`src/rtl/branch_predict_table.sv`:
```
// rtl/branch_predict_table.sv - branch target buffer with saturating direction counters
//
// Fetch-stage branch target buffer. Each entry holds a valid bit, the branch
// PC (key), the last taken target and a CNT_BITS-wide saturating direction
// counter. The fetch PC is looked up every cycle; the execute stage writes
// back resolved outcomes. Misses allocate into the lowest invalid entry, or
// into the round-robin victim when the table is full.
//
// Parameters:
//   ADDR_WIDTH  width of keys and targets
//   DEPTH       number of entries (power of two, >= 2)
//   CNT_BITS    direction counter width (>= 1; 1 gives a last-outcome predictor)
//
// Ports:
//   clk, reset        clock, synchronous active-high reset (wins over everything)
//   flush             invalidate all entries; drops a same-cycle update
//   rd_en, rd_key     lookup request, sampled at the clock edge
//   rd_val            registered predicted target (0 on miss)
//   rd_hit            registered hit flag
//   rd_taken          registered hit & counter MSB
//   upd_en            resolved-branch update strobe
//   upd_key           PC of the resolved branch
//   upd_target        resolved target
//   upd_taken         resolved direction
//   occupancy         number of valid entries
//
// Compile-time option:
//   BTB_BYPASS_EN     when defined, a read and update of the same key at the
//                     same edge returns the post-update entry, and a
//                     same-edge flush forces a miss. When undefined, reads
//                     always see the state from before the edge.

module branch_predict_table #(
    parameter int ADDR_WIDTH = 32,
    parameter int DEPTH      = 32,
    parameter int CNT_BITS   = 2
) (
    input  logic                     clk,
    input  logic                     reset,
    input  logic                     flush,
    input  logic                     rd_en,
    input  logic [ADDR_WIDTH-1:0]    rd_key,
    output logic [ADDR_WIDTH-1:0]    rd_val,
    output logic                     rd_hit,
    output logic                     rd_taken,
    input  logic                     upd_en,
    input  logic [ADDR_WIDTH-1:0]    upd_key,
    input  logic [ADDR_WIDTH-1:0]    upd_target,
    input  logic                     upd_taken,
    output logic [$clog2(DEPTH):0]   occupancy
);

    localparam int IDX_W = $clog2(DEPTH);
    localparam int OCC_W = IDX_W + 1;
    localparam logic [CNT_BITS-1:0] CNT_MAX = '1;

    // ------------------------------------------------------------------
    // Entry storage
    // ------------------------------------------------------------------
    logic [DEPTH-1:0]      valid;
    logic [ADDR_WIDTH-1:0] key_q    [DEPTH];
    logic [ADDR_WIDTH-1:0] target_q [DEPTH];
    logic [CNT_BITS-1:0]   cnt_q    [DEPTH];
    logic [IDX_W-1:0]      rr_ptr;
    logic [OCC_W-1:0]      occ_q;

    assign occupancy = occ_q;

    // ------------------------------------------------------------------
    // Read-port lookup. Scanning from the top down lets the lowest
    // matching index win if duplicates were ever present.
    // ------------------------------------------------------------------
    logic             rd_match;
    logic [IDX_W-1:0] rd_idx;

    always_comb begin
        rd_match = 1'b0;
        rd_idx   = '0;
        for (int i = DEPTH - 1; i >= 0; i--) begin
            if (valid[i] && (key_q[i] == rd_key)) begin
                rd_match = 1'b1;
                rd_idx   = IDX_W'(i);
            end
        end
    end

    // ------------------------------------------------------------------
    // Update-port lookup, same lowest-index priority.
    // ------------------------------------------------------------------
    logic             upd_hit;
    logic [IDX_W-1:0] upd_idx;

    always_comb begin
        upd_hit = 1'b0;
        upd_idx = '0;
        for (int i = DEPTH - 1; i >= 0; i--) begin
            if (valid[i] && (key_q[i] == upd_key)) begin
                upd_hit = 1'b1;
                upd_idx = IDX_W'(i);
            end
        end
    end

    // ------------------------------------------------------------------
    // Lowest-index invalid entry, used as the allocation victim before
    // the round-robin pointer is consulted.
    // ------------------------------------------------------------------
    logic             free_found;
    logic [IDX_W-1:0] free_idx;

    always_comb begin
        free_found = 1'b0;
        free_idx   = '0;
        for (int i = DEPTH - 1; i >= 0; i--) begin
            if (!valid[i]) begin
                free_found = 1'b1;
                free_idx   = IDX_W'(i);
            end
        end
    end

    // ------------------------------------------------------------------
    // Victim selection and next entry contents for an update.
    // A hit rewrites its own entry; a miss allocates.
    // ------------------------------------------------------------------
    logic [IDX_W-1:0]      victim;
    logic [CNT_BITS-1:0]   cur_cnt;
    logic [CNT_BITS-1:0]   new_cnt;
    logic [ADDR_WIDTH-1:0] new_target;

    always_comb begin
        if (upd_hit) begin
            victim = upd_idx;
        end else if (free_found) begin
            victim = free_idx;
        end else begin
            victim = rr_ptr;
        end
    end

    assign cur_cnt = cnt_q[upd_idx];

    always_comb begin
        new_cnt    = '0;
        new_target = upd_target;
        if (upd_hit) begin
            if (upd_taken) begin
                new_cnt = (cur_cnt == CNT_MAX) ? CNT_MAX : cur_cnt + CNT_BITS'(1);
            end else begin
                new_cnt    = (cur_cnt == '0) ? '0 : cur_cnt - CNT_BITS'(1);
                // A not-taken outcome carries no useful target.
                new_target = target_q[upd_idx];
            end
        end else begin
            // Fresh allocations start strongly biased toward the observed direction.
            new_cnt = upd_taken ? CNT_MAX : '0;
        end
    end

    // ------------------------------------------------------------------
    // Table state
    // ------------------------------------------------------------------
    always_ff @(posedge clk) begin
        if (reset) begin
            valid  <= '0;
            rr_ptr <= '0;
            occ_q  <= '0;
            for (int i = 0; i < DEPTH; i++) begin
                key_q[i]    <= '0;
                target_q[i] <= '0;
                cnt_q[i]    <= '0;
            end
        end else if (flush) begin
            // Keys and targets are left in place; only validity is dropped.
            valid  <= '0;
            rr_ptr <= '0;
            occ_q  <= '0;
        end else if (upd_en) begin
            key_q[victim]    <= upd_key;
            target_q[victim] <= new_target;
            cnt_q[victim]    <= new_cnt;
            valid[victim]    <= 1'b1;
            if (!upd_hit) begin
                // Filling a hole grows occupancy; evicting advances the
                // pointer instead. DEPTH is a power of two, so the
                // increment wraps to 0 on its own.
                if (free_found) begin
                    occ_q <= occ_q + OCC_W'(1);
                end else begin
                    rr_ptr <= rr_ptr + IDX_W'(1);
                end
            end
        end
    end

    // ------------------------------------------------------------------
    // Registered read result; holds while rd_en is low.
    // ------------------------------------------------------------------
    always_ff @(posedge clk) begin
        if (reset) begin
            rd_hit   <= 1'b0;
            rd_taken <= 1'b0;
            rd_val   <= '0;
        end else if (rd_en) begin
`ifdef BTB_BYPASS_EN
            if (flush) begin
                rd_hit   <= 1'b0;
                rd_taken <= 1'b0;
                rd_val   <= '0;
            end else if (upd_en && (upd_key == rd_key)) begin
                // Forward the entry as it will look after this edge.
                rd_hit   <= 1'b1;
                rd_taken <= new_cnt[CNT_BITS-1];
                rd_val   <= new_target;
            end else begin
                rd_hit   <= rd_match;
                rd_taken <= rd_match & cnt_q[rd_idx][CNT_BITS-1];
                rd_val   <= rd_match ? target_q[rd_idx] : '0;
            end
`else
            rd_hit   <= rd_match;
            rd_taken <= rd_match & cnt_q[rd_idx][CNT_BITS-1];
            rd_val   <= rd_match ? target_q[rd_idx] : '0;
`endif
        end
    end

endmodule

```
`config.mk`:
```
export PLATFORM = sky130hd
export DESIGN_NAME = branch_predict_table
export DESIGN_NICKNAME = d
export VERILOG_FILES = /design/src/rtl/branch_predict_table.sv
export SDC_FILE = /design/constraint.sdc
export NUM_CORES = 2
export LEC_CHECK = 0
export BUFFER_PORTS_ARGS = -buffer_cell sky130_fd_sc_hd__clkbuf_2
export CAP_MARGIN = 20
export CORE_MARGIN = 2
export CORE_UTILIZATION = 35
export CTS_CLUSTER_SIZE = 10
export DETAILED_ROUTE_END_ITERATION = 10
export SLEW_MARGIN = 15
export SYNTH_ARGS = -nofsm -noshare
export SYNTH_HDL_FRONTEND = slang
export SYNTH_SLANG_ARGS = --single-unit
```
`constraint.sdc`:
```
create_clock -name clk -period 17.9 [get_ports clk]
set_input_delay 0.895 -clock clk [delete_from_list [all_inputs] [get_ports clk]]
set_output_delay 0.895 -clock clk [all_outputs]
set_load 0.02 [all_outputs]
```
==> results.md <==
- RSZ-0062 raised after global routing: false
- Minimum clock period: between 9 and 10 ns
- DR vias/cell: 6.158
- Cts repair resizes: 0
- Met2 routed WL: 261.1 mm
- Mapped Nets: 13,015
- Reg-to-Reg Start: key_q[23][30]
- Maximum clock rate: between 100 and 150 MHz
- RePlAce Congestion: 1.007
- Crit Path Category: in -> reg
- Clock Latency Late Sink: 0.95 ns
- Number of remaining DRC errors: 0
- Synth async-reset ratio: 0%
- Synthesis-stage register bit count: 2,189
- Syn-to-layout area delta: 10.60%
- Num CTS Buffers: about 270
- Site Rows: between 200 and 250
- Clock sink total: roughly 2,200
- Static leakage: around 52 nW
- Worst min path class: in -> reg
- Cell Area, Synth: approximately 130,000 um2
- # Post-CTS Setup Buffers: 0
- Clock tree buffer depth: 4
- Final period util: between 50% and 60%
- WHS Path Cells: 2
- Via Count: between 100k and 150k
- Synth Instances: approximately 13,000
- Clock Pin Slew Worst Setup and Hold Paths: approximately 0.060 ns
- Worst Path Required: roughly 18 ns
- Largest net degree at the start of global routing: 147
- Commonest non-fill, non-tap cell in the layout: edfxtp_1
- Yosys top cell by area: edfxtp_1
- Core area: approximately 370,000 um2
- Initial DRC count: approximately 17,000
- Hold EP: rd_hit
- Yosys cell types: 100
- Setup TNS: 0 ns
- Finished Layout Cells: 17,732
- Met3 wire length: ~73 mm
- Initial DRT Pass Iterations: 7
- Buffers added on ports: 141
- Number of global-route vias before repair: 103,023
- Ys Warns: 0
- Number of enable flip-flop cells after synthesis: approximately 2,100
- Final Slew Violations: 0
- Status: complete, no violations
- Sequential-to-total area share from yosys stat: between 40% and 50%
- Most frequent cells in the layout: edfxtp_1, nor2_1, xor2_1, nand2_1, xnor2_1
- Die extent in x: between 600 and 700 um
- Slew HR: a little over an eighth
- Dpl cells: ~17,000
- DR WL/cell: between 30 and 40 um
- Pwr Density: a little under 90 nW/um2
- Crit start category: input pin
- Top_reg_cell synth: edfxtp_1
- Wire length on met1: approximately 240 mm
- Post-DRT Antenna Nets: 0
- CTS tree: built
- Critical path fanouts, max: between 70 and 80
- Max Cap Viol: 0
- Final hold vios: 0
- R2R Setup Slk: about 9.7 ns
- Root Driver: clkbuf_16
- DRT Wirelength: just over 600 mm
- Total GRT Usage: 30.67%
- I/O pin cnt: 142
- Synth area leaders: edfxtp_1, xor2_1, mux2i_1, xnor2_1, nor2_1
- HP Start: rd_en
- Nets: ~13,000
- Die area: about 380,000 um2
- Post-Place Cell Area: ~140,000 um2
- Final setup violation count: 0
- Max layer used: met5
- Worst-margin pin slew: ~1.3 ns
- Initial core utilization: 35.08%
- Worst IR Drop VDD: between 0.07 and 0.08 mV
- Share of cells above drive strength 1: ~8.3%
- Worst reg2reg endpoint: rd_val[2]
- Critical Path AT: 9.63 ns
- CTS Hold Bufs: 0
- H-tree levels: 5
- Setup crit end kind: flop
- Initial antenna violation count: 21
- Die height: just over 600 um
- Worst R2R Path Depth: 17
- Share of the synthesized area in the top cell type: between 40% and 50%
- Fin area: between 100,000 and 150,000 um2
- Syn Area/Cell: between 10 and 15 um2
- First-pass GRT wire length: 828.9 mm
- Max Clock Skew: just under 0.07 ns
- Grt ovf: 0
- Detailed placement HPWL: approximately 370 mm
==> per-stage QoR <==
stage / setup slack (ns) / hold WS [ns] / utilization [%] / power [mW]
global placement: 8.222 / 0.4442 / 36.51 / 7.424
finish: 8.806 / 0.2775 / 38.80 / 12.78
floorplan: 11.44 / 0.4682 / - / 6.845
detailed placement: 8.213 / 0.4476 / 36.53 / 7.411
global route: 8.923 / 0.2847 / 38.80 / 13.03
CTS: 9.126 / 0.2589 / 38.74 / 12.73
==> critical path, cell delays in order <==
cell and delay (ns):
buf_4 0.50, buf_4 0.65, inv_2 0.53, buf_4 0.49, a2111oi_0 0.63, nand4_1 0.37, nand4_1 0.27, inv_1 0.08
o221ai_1 0.73, a211o_4 0.37, buf_4 0.63, nand2_1 0.33, nor2_4 0.14, buf_4 0.41, buf_4 0.77, nand2_4 0.03
buf_4 0.40, nand2b_4 0.36, buf_4 0.83
==> flip-flops by register name, indices dropped and copies added, names as in the netlist <==
| register | cells |
|---|---|
| key_q | 1024 |
| target_q | 1024 |
| rd_taken | 1 |
| rr_ptr | 5 |
| rd_hit | 1 |
| valid | 32 |
| cnt_q | 64 |
| occupancy | 6 |
| rd_val | 32 |
==> layer usage <==
layer	up-vias	track usage (%)
li1	45548	-
met1	54249	40.73
met2	7764	46.64
met3	1635	7.236
met4	2	15.48
met5	-	0
==> final cells by class <==
type	instances	area, um2
Fill cell	36474	229500
Sequential cell	2189	64960
Multi-Input combinational cell	9574	62350
Clock buffer	429	7770
Tap cell	4994	6248
Timing Repair Buffer	433	3396
Clock inverter	43	528.0
Inverter	59	221.5
Antenna cell	11	27.53
==> kinds of logic after synthesis <==
kind of cell / count (synthesis) / synth area share [%]
XOR/XNOR: 2028 / 13.50
buffers and inverters: 1148 / 4.011
multiplexers: 716 / 5.515
AO/OA/AOI/OAI: 1111 / 5.762
flip-flops: 2189 / 49.38
AND/OR/NAND/NOR: 5717 / 21.81
adder cells (fa/ha/maj): 2 / 0.01902
==> cell usage after synthesis, types with 33 or more instances <==
cell type,number
and2_1,529
o221ai_1,38
mux2_2,66
xnor2_1,678
nand3_1,347
nor4_1,576
o211ai_1,76
buf_2,409
a221o_1,34
buf_6,40
dfxtp_1,77
nor3_1,152
or4_1,71
clkbuf_1,554
o311ai_0,65
a221oi_1,64
a21oi_1,290
nand2_1,1292
nor2_1,1521
nand4_1,325
nand2b_1,95
a211oi_1,144
buf_4,41
nor4b_1,41
a31oi_1,105
nand4b_1,66
o21ai_0,152
buf_1,44
edfxtp_1,2112
inv_1,55
xor2_1,1350
nor2b_1,33
and3_1,493
mux2i_1,648
==> worst max path at each step <==
stage / from / end / cells after the start
6_report: upd_key[11] / target_q[8][3] / 19
5_1_grt: upd_key[11] / target_q[8][3] / 19
4_1_cts: upd_key[11] / target_q[8][3] / 19
3_5_place_dp: upd_key[11] / target_q[8][8] / 19
3_3_place_gp: upd_key[11] / target_q[8][8] / 19
2_1_floorplan: upd_key[22] / cnt_q[0][0] / 19
==> power by group <==
part | total [mW] | switching, mW | internal, mW
combinational | 1.39 | 1.02 | 0.378
sequential | 5.98 | 0.164 | 5.82
clock | 5.40 | 2.30 | 3.10
total | 12.8 | 3.48 | 9.30
No activity file was read; power rests on OpenSTA's default activity.
